## src/rtl/display_scheduler.sv

```systemverilog
// display_scheduler: arbitrates three BCD display channels (two round-robin, one preemptive alert) onto one seven-segment driver
module display_scheduler #(
    parameter int HOLD_CYCLES = 50000,
    parameter int BLINK_HALF  = 12500
) (
    input  logic        clk,
    input  logic        reset,
    input  logic [2:0]  req,
    input  logic [15:0] bcd0,
    input  logic [15:0] bcd1,
    input  logic [15:0] bcd2,
    input  logic [3:0]  dot0,
    input  logic [3:0]  dot1,
    input  logic [3:0]  dot2,
    input  logic [2:0]  blink,
    output logic [15:0] BCD,
    output logic [3:0]  DOT,
    output logic        BI,
    output logic [2:0]  grant
);
    typedef enum logic [1:0] {IDLE, SHOW0, SHOW1, ALERT} state_t;
    state_t state, state_nx, ret, ret_nx, other;
    logic [15:0] hold, hold_nx, bcnt, bcnt_nx;
    logic phase, phase_nx, expire, own, other_req;
    logic [2:0] grant_nx;
    // next-state arbitration, hold/blink timers and next grant
    always_comb begin
        state_nx  = state;
        ret_nx    = ret;
        other     = (state == SHOW0) ? SHOW1 : SHOW0;
        own       = (state == SHOW0) ? req[0] : req[1];
        other_req = (state == SHOW0) ? req[1] : req[0];
        expire    = hold == 16'(HOLD_CYCLES - 1);
        case (state)
            IDLE: begin
                state_nx = req[2] ? ALERT : req[0] ? SHOW0 : req[1] ? SHOW1 : IDLE;
                ret_nx   = SHOW0;
            end
            SHOW0, SHOW1: begin
                if (req[2]) begin
                    state_nx = ALERT;
                    ret_nx   = state;
                end else if ((expire || !own) && other_req) state_nx = other;
                else if (!own) state_nx = IDLE;
            end
            default: begin
                if (!req[2])
                    state_nx = (ret == SHOW0) ? (req[0] ? SHOW0 : req[1] ? SHOW1 : IDLE)
                                              : (req[1] ? SHOW1 : req[0] ? SHOW0 : IDLE);
            end
        endcase
        hold_nx  = (state_nx == state && !expire && (state == SHOW0 || state == SHOW1)) ? hold + 16'd1 : '0;
        grant_nx = state_nx == SHOW0 ? 3'b001 : state_nx == SHOW1 ? 3'b010 : state_nx == ALERT ? 3'b100 : 3'b000;
        bcnt_nx  = (grant_nx != grant || bcnt == 16'(BLINK_HALF - 1)) ? '0 : bcnt + 16'd1;
        phase_nx = (grant_nx != grant) ? 1'b0 : (bcnt == 16'(BLINK_HALF - 1)) ? ~phase : phase;
    end
    // state, timers and registered outputs reflecting the state being entered
    always_ff @(posedge clk or negedge reset) begin
        if (!reset) begin
            state <= IDLE;
            ret   <= SHOW0;
            hold  <= '0;
            bcnt  <= '0;
            phase <= 1'b0;
            grant <= 3'b000;
            BCD   <= '0;
            DOT   <= '0;
            BI    <= 1'b1;
        end else begin
            state <= state_nx;
            ret   <= ret_nx;
            hold  <= hold_nx;
            bcnt  <= bcnt_nx;
            phase <= phase_nx;
            grant <= grant_nx;
            BCD   <= state_nx == SHOW0 ? bcd0 : state_nx == SHOW1 ? bcd1 : state_nx == ALERT ? bcd2 : 16'h0;
            DOT   <= state_nx == SHOW0 ? dot0 : state_nx == SHOW1 ? dot1 : state_nx == ALERT ? dot2 : 4'h0;
            BI    <= (state_nx == IDLE) ? 1'b1 : (|(blink & grant_nx)) & phase_nx;
        end
    end
endmodule

```

## config.mk

```make
export PLATFORM = sky130hd
export DESIGN_NAME = display_scheduler
export DESIGN_NICKNAME = d
export VERILOG_FILES = /design/src/rtl/display_scheduler.sv
export SDC_FILE = /design/constraint.sdc
export NUM_CORES = 1
export LEC_CHECK = 0
export ABC_AREA = 1
export CAP_MARGIN = 10
export CORE_MARGIN = 3
export CORE_UTILIZATION = 48
export CTS_CLUSTER_DIAMETER = 40
export CTS_CLUSTER_SIZE = 30
export DETAILED_ROUTE_END_ITERATION = 8
export PLACE_DENSITY_LB_ADDON = 0.2
export RECOVER_POWER = 50
export SLEW_MARGIN = 20
export SYNTH_ARGS = -nofsm -noshare
export SYNTH_HDL_FRONTEND = slang
export SYNTH_SLANG_ARGS = --single-unit
```

## constraint.sdc

```tcl
create_clock -name clk -period 2.7 [get_ports clk]
set_input_delay 0.54 -clock clk [delete_from_list [all_inputs] [get_ports clk]]
set_output_delay 0.54 -clock clk [all_outputs]
set_load 0.005 [all_outputs]
```

## Word-level counts from Yosys, hierarchy flattened

Cells that the tools add are included.

| cells by class | value |
|---|---|
| add/sub/neg operators | 2 |
| equality and inequality tests | 11 |
| bitwise logic cells | 3 |
| reduce and logical (&&, ||, !) cells | 14 |
| muxes and demuxes | 30 |

Operator list:

| operator | count |
|---|---|
| 2-to-1 mux 16 bit | 5 |
| adder 16 x 1 -> 16 bit, second input constant | 2 |
| 2-to-1 mux 2 bit | 11 |
| == test 16 x 14 -> 1 bit, second input constant | 1 |
| == test 16 bit, second input constant | 1 |
| 2-to-1 mux 4 bit | 3 |
| 2-to-1 mux 3 bit | 3 |
| case mux 2 bit (2 select lines) | 2 |
| == test 2 x 1 -> 1 bit, second input constant | 3 |
| == test 2 bit, second input constant | 3 |
| 2-to-1 mux 1 bit | 6 |
| logical NOT 2 bit | 2 |
| AND 3 bit | 1 |
| logical AND 1 bit | 3 |
| logical OR 1 bit | 3 |
| != test 3 bit | 1 |
| OR reduction 3 bit | 1 |
| == test 2 bit | 1 |
| logical NOT 1 bit | 2 |
| != test 2 bit, second input constant | 1 |
| AND reduction 2 bit | 1 |
| nonzero test 2 bit | 1 |
| OR reduction 2 bit | 1 |
| AND 1 bit | 1 |
| inverter 1 bit | 1 |

| storage, ports and cells | value |
|---|---|
| input bits | 68 |
| output and inout port bits | 24 |
| word-level logic and storage cells | 69 |
| flip-flop bits (word level) | 61 |

## Logic depth before layout (Yosys ltp)

Gate-level depths: netlist of run 1.

| logic depth | value |
|---|---|
| depth after elaboration | 16 |
| depth in mapped cells | 20 |
| mapped depth without buffers | 19 |

## Worst setup path after synthesis of run 1

OpenSTA, ideal clock, no wires.

| path | value |
|---|---|
| path type | reg-to-reg |
| from | register state[0] |
| to | register bcnt[13] |
| slack | 0.400 ns |
| setup time | 0.125 ns |
| required time | 2.575 ns |
| buffers on the path | 1 |
| period minus slack after synthesis | 2.300 ns |
| cell stages (with the launch flop) | 16 |
| data arrival time | 2.175 ns |
| cell sequence | dfrtp_1 inv_1 ha_1 nand2_1 inv_1 nor3_1 nand2_4 nand2_8 nand2_1 nand2_1 nand2_1 nand2_2 nor2_4 nand2_4 buf_12 nor2_4 |

| on the way | value |
|---|---|
| cells in the longest elaborated chain, start to end | 15 |
| elaborated cells between the ends (all ways) | 24 |
| classes of those cells | 6 x eq/ne; 12 x mux; 6 x reduce/logical |

Ends and longest elaborated chain:

| element | line | text |
|---|---|---|
| start: declaration | 22 | `state_t state, state_nx, ret, ret_nx, other;` |
| start signal: assignment | 70 | `state <= state_nx;` |
| == test 2 x 1 -> 1 bit | - |  |
| 2-to-1 mux 1 bit | 31 | `own = (state == SHOW0) ? req[0] : req[1];` |
| logical NOT 1 bit | - |  |
| logical OR 1 bit | 43 | `end else if ((expire \|\| !own) && other_req) state_nx = other;` |
| logical AND 1 bit | 43 |  |
| 2-to-1 mux 2 bit | 43 |  |
| 2-to-1 mux 2 bit | 40 | `if (req[2]) begin` |
| case mux 2 bit (2 select lines) * | 34 | `case (state)` |
| == test 2 bit | 53 | `grant_nx = state_nx == SHOW0 ? 3'b001 : state_nx == SHOW1 ? 3'b010 : state_nx == ALERT ? 3'b100 : 3'b000;` |
| 2-to-1 mux 3 bit (2 in a row) | 53 |  |
| 2-to-1 mux 3 bit * | 53 |  |
| != test 3 bit * | 54 | `bcnt_nx = (grant_nx != grant \|\| bcnt == 16'(BLINK_HALF - 1)) ? '0 : bcnt + 16'd1;` |
| logical OR 1 bit * | 54 |  |
| 2-to-1 mux 16 bit * | 54 |  |
| via bcnt_nx[13] | 23 | `logic [15:0] hold, hold_nx, bcnt, bcnt_nx;` |
| end signal: assignment | 73 | `bcnt <= bcnt_nx;` |
| end: declaration | 23 |  |

Mark *: on every way through the listed nets, which the timed path passes. The rest lies on a longest branch.
A chain may end at the register's enable or synchronous reset.

## Worst setup path after layout of run 1

| path | value |
|---|---|
| from | register state[0] |
| to | register bcnt[15] |

Same word-level chain as after synthesis.

==> flow_summary.ini, run 1 <==
[outcome]
status = complete, no violations

[logic_synthesis]
yosys_warnings = 0
synth_xor_area_share_pct = 3.42
synthMuxAreaShare_pct = 0
syn_nets = 471
synth_compound_area_share_pct = 3.90
synth_top_family_by_area = simple AND/OR/NAND/NOR gates
synth.avg_cell_area_um2 = 8.42
yosysSeqAreaShare_pct = 45.9
synth-simple-area-share_pct = 37.8
ys_types = 41
synth-seq-cells = 61
syn_area_um2 = 3330
syn_inst = 396
synth_fa_ha_area_share_pct = 2.63

[floorplan]
io_pins = 92
rows = 29
initial_core_util_pct = 51.0
die-area_um2 = 7980
die_w_um = 89.3
floorplan.die.height_um = 89.3
core_um2 = 6530

[setup_path]
startpoint_type = flip-flop
worstSetupPathType = flip-flop to flip-flop
cp.arrival_ns = 2.72
end_kind = flip-flop
timing.rr.start = state[0]
cp.required_ns = 2.96
crit_fanout = 16
crit_start = state[0]

[route]
first_pass_iters = 4
drt_iter0_drc = 145
postRouteAntennaNets = 0
wl_met3_um = 670
vias = 2810
dr_wl_met2_um = 3520
wire_per_inst_um = 12.4
top_layer_used = met4
drc_errors = 0
wl_met1_um = 2880
routed_wl_um = 7180
drt-vias-per-instance = 4.87

[global_route]
grt_antenna_before_repair = 0
grt_max_degree = 62
grtUsageTotal_pct = 20.2
grt_pass1_vias = 2875
overflow = 0
grt_pass1_wl_um = 12400

[sta]
fin_ws_ns = 0.246
max_slew_margin_pct = 3.06
finalMaxSlewViolations = 0
tns_ns = 0
setup_violations = 0
fin_crit_sh_pct = 90.9
finalClockSkew_ns = 0.00580
period_minus_slack_ns = 2.45
fmax_mhz = 408
worst_slew_pin_slew_ns = 1.45
rsz0062_at_grt = false
final_hold_viol_count = 0

[clock_network]
worstSkewPairLatency_ns = 0.33
clock_sinks = 61
post-cts-setup-buffer-count = 0
clk_pin_slew_ns = 0.07
cts.path.max_buffers = 2
cts_buffers = 9
cts_tree = built
cts_root_buf = clkbuf_8
ctsHtreeMaxLevel = 3

[final_layout]
layout_common_cells = 114 x nand2_1, 79 x clkdlybuf4s50_1, 59 x dfrtp_1, 40 x nor2_1, 37 x inv_1
final_common_cell = nand2_1
antennaDiodeCount = 0
areaGrowthSynthToFinish_pct = 37.1
final_cell_count_no_fill = 577
finalNetCount = 570
seq_area_um2 = 1530
multi_input_area_um2 = 1610
fill_cells = 515
design_area_um2 = 4570
post-route-util_pct = 70.0
layout-drive-gt1-share_pct = 15.4

[power_and_ir_drop]
peakVddDrop_mv = 0.628
leakagePower_nw = 2.05
p_seq_share_pct = 26.2
sw_frac_of_total_pct = 42.6
p_comb_share_pct = 55.0
internal_power_mw = 2.77
p_switching_mw = 2.06
power.share.clock_pct = 18.8
power_density_nw_per_um2 = 1060

[job]
max_cap_viol_count = 0

[placement]
finalWeightedCongestion = 0.781
placed_cells = 561
port_buffers = 91
place_area_um2 = 4330
dp_hpwl_um = 5590
pre_cts_ws_ns = -0.0344

[min_path]
hp-class = flip-flop to flip-flop
hp-start = hold[0]
[synthesized netlist by cell type (all sizes together)]
cell | count | area share (%)
ha | 7 | 2.6
and3 | 1 | 0.19
nand3 | 31 | 5.3
xnor2 | 5 | 1.3
nor2 | 58 | 10
o21ai | 7 | 1.3
o21bai | 1 | 0.23
dfrtp | 59 | 44
nor4 | 1 | 0.19
a21o | 1 | 0.23
a21oi | 8 | 1.5
a21boi | 1 | 0.23
clkinv | 1 | 0.11
nor3 | 13 | 2.7
buf | 6 | 1.3
o22ai | 1 | 0.19
o21a | 1 | 0.23
dfstp | 2 | 1.6
xor2 | 8 | 2.1
nor3b | 4 | 1.1
nand2 | 131 | 17
inv | 42 | 4.7
or2 | 1 | 0.19
nand4 | 4 | 0.94
clkbuf | 2 | 0.23
[power by group through the flow]
stage               Sequential (mW)  Combinational (mW)  Clock [mW]
finish                         1.26                2.65       0.908
global placement               1.27                2.62           0
detailed placement             1.28                2.67           0
global route                   1.29                2.96       0.973
CTS                            1.27                2.69       0.926
floorplan                      1.29                1.83           0
[metal layers]
| metal | track usage (%) | up-vias |
|---|---|---|
| met1 | 22.8 | 1296 |
| met5 | 0 | - |
| li1 | - | 1431 |
| met4 | 6.90 | 0 |
| met2 | 34.2 | 75 |
| met3 | 8.94 | 8 |
[through the flow]
step                hold WS (ns)  power [mW]
detailed placement         0.450        3.96
CTS                        0.375        4.88
global route               0.494        5.23
finish                     0.451        4.83
global placement           0.441        3.89
floorplan                  0.244        3.12
[state kept, by name, summed over array words and instances, names as in the netlist]
signal,count
bcnt,16
hold,16
phase,1
BCD,16
BI,1
grant,3
ret,2
state,2
DOT,4
[path summary, 6_finish.rpt]
check	end	slack, ns	cells after the start
min in group asynchronous	hold[6]	0.63	2
max in group asynchronous	bcnt[11]	1.20	2
worst min-delay path	hold[0]	0.45	1
worst min register to register	hold[0]	0.45	1
worst max-delay path	bcnt[15]	0.25	13
worst max register to register	bcnt[15]	0.25	13
[cell type report]
type,count,area share [%]
tap,77,2.11
sequential,61,33.5
inverter,43,3.53
multi-input combinational,284,35.1
clock inverter,4,1.53
timing repair buffer,96,20.9
clock buffer,12,3.39
[timing repair]
item / in CTS / in global routing
endpoints found under the setup margin: 0 / 28
gates resized for setup: 0 / 2
endpoints found under the hold margin: 0 / 0
hold buffers: 0 / 0
[worst max-delay path, stage by stage (launching register included)]
cell and delay, ns:
dfrtp_1 0.44, inv_1 0.13, ha_1 0.41, nand2_1 0.12
inv_1 0.08, nor3_4 0.26, nand2_2 0.11, nand2_4 0.11
nand4_1 0.10, nand2_2 0.09, nand2_2 0.07, nor2_4 0.15
nand2_8 0.17, nor2_1 0.14
[cells by family after synthesis]
logic type | count (synthesis)
buffers and inverters | 51
AOI/OAI and AO/OA | 20
adders and majority gates | 7
DFF | 61
and+or+nand+nor | 244
xor gates and xnor gates | 13
(Power assumes the default switching activity.)
==> run 2, diff against run 1 <==
- CTS_CLUSTER_DIAMETER: 40 -> default
==> results of run 2 <==
Final layout, timing and power as in run 1 (identical DEF).
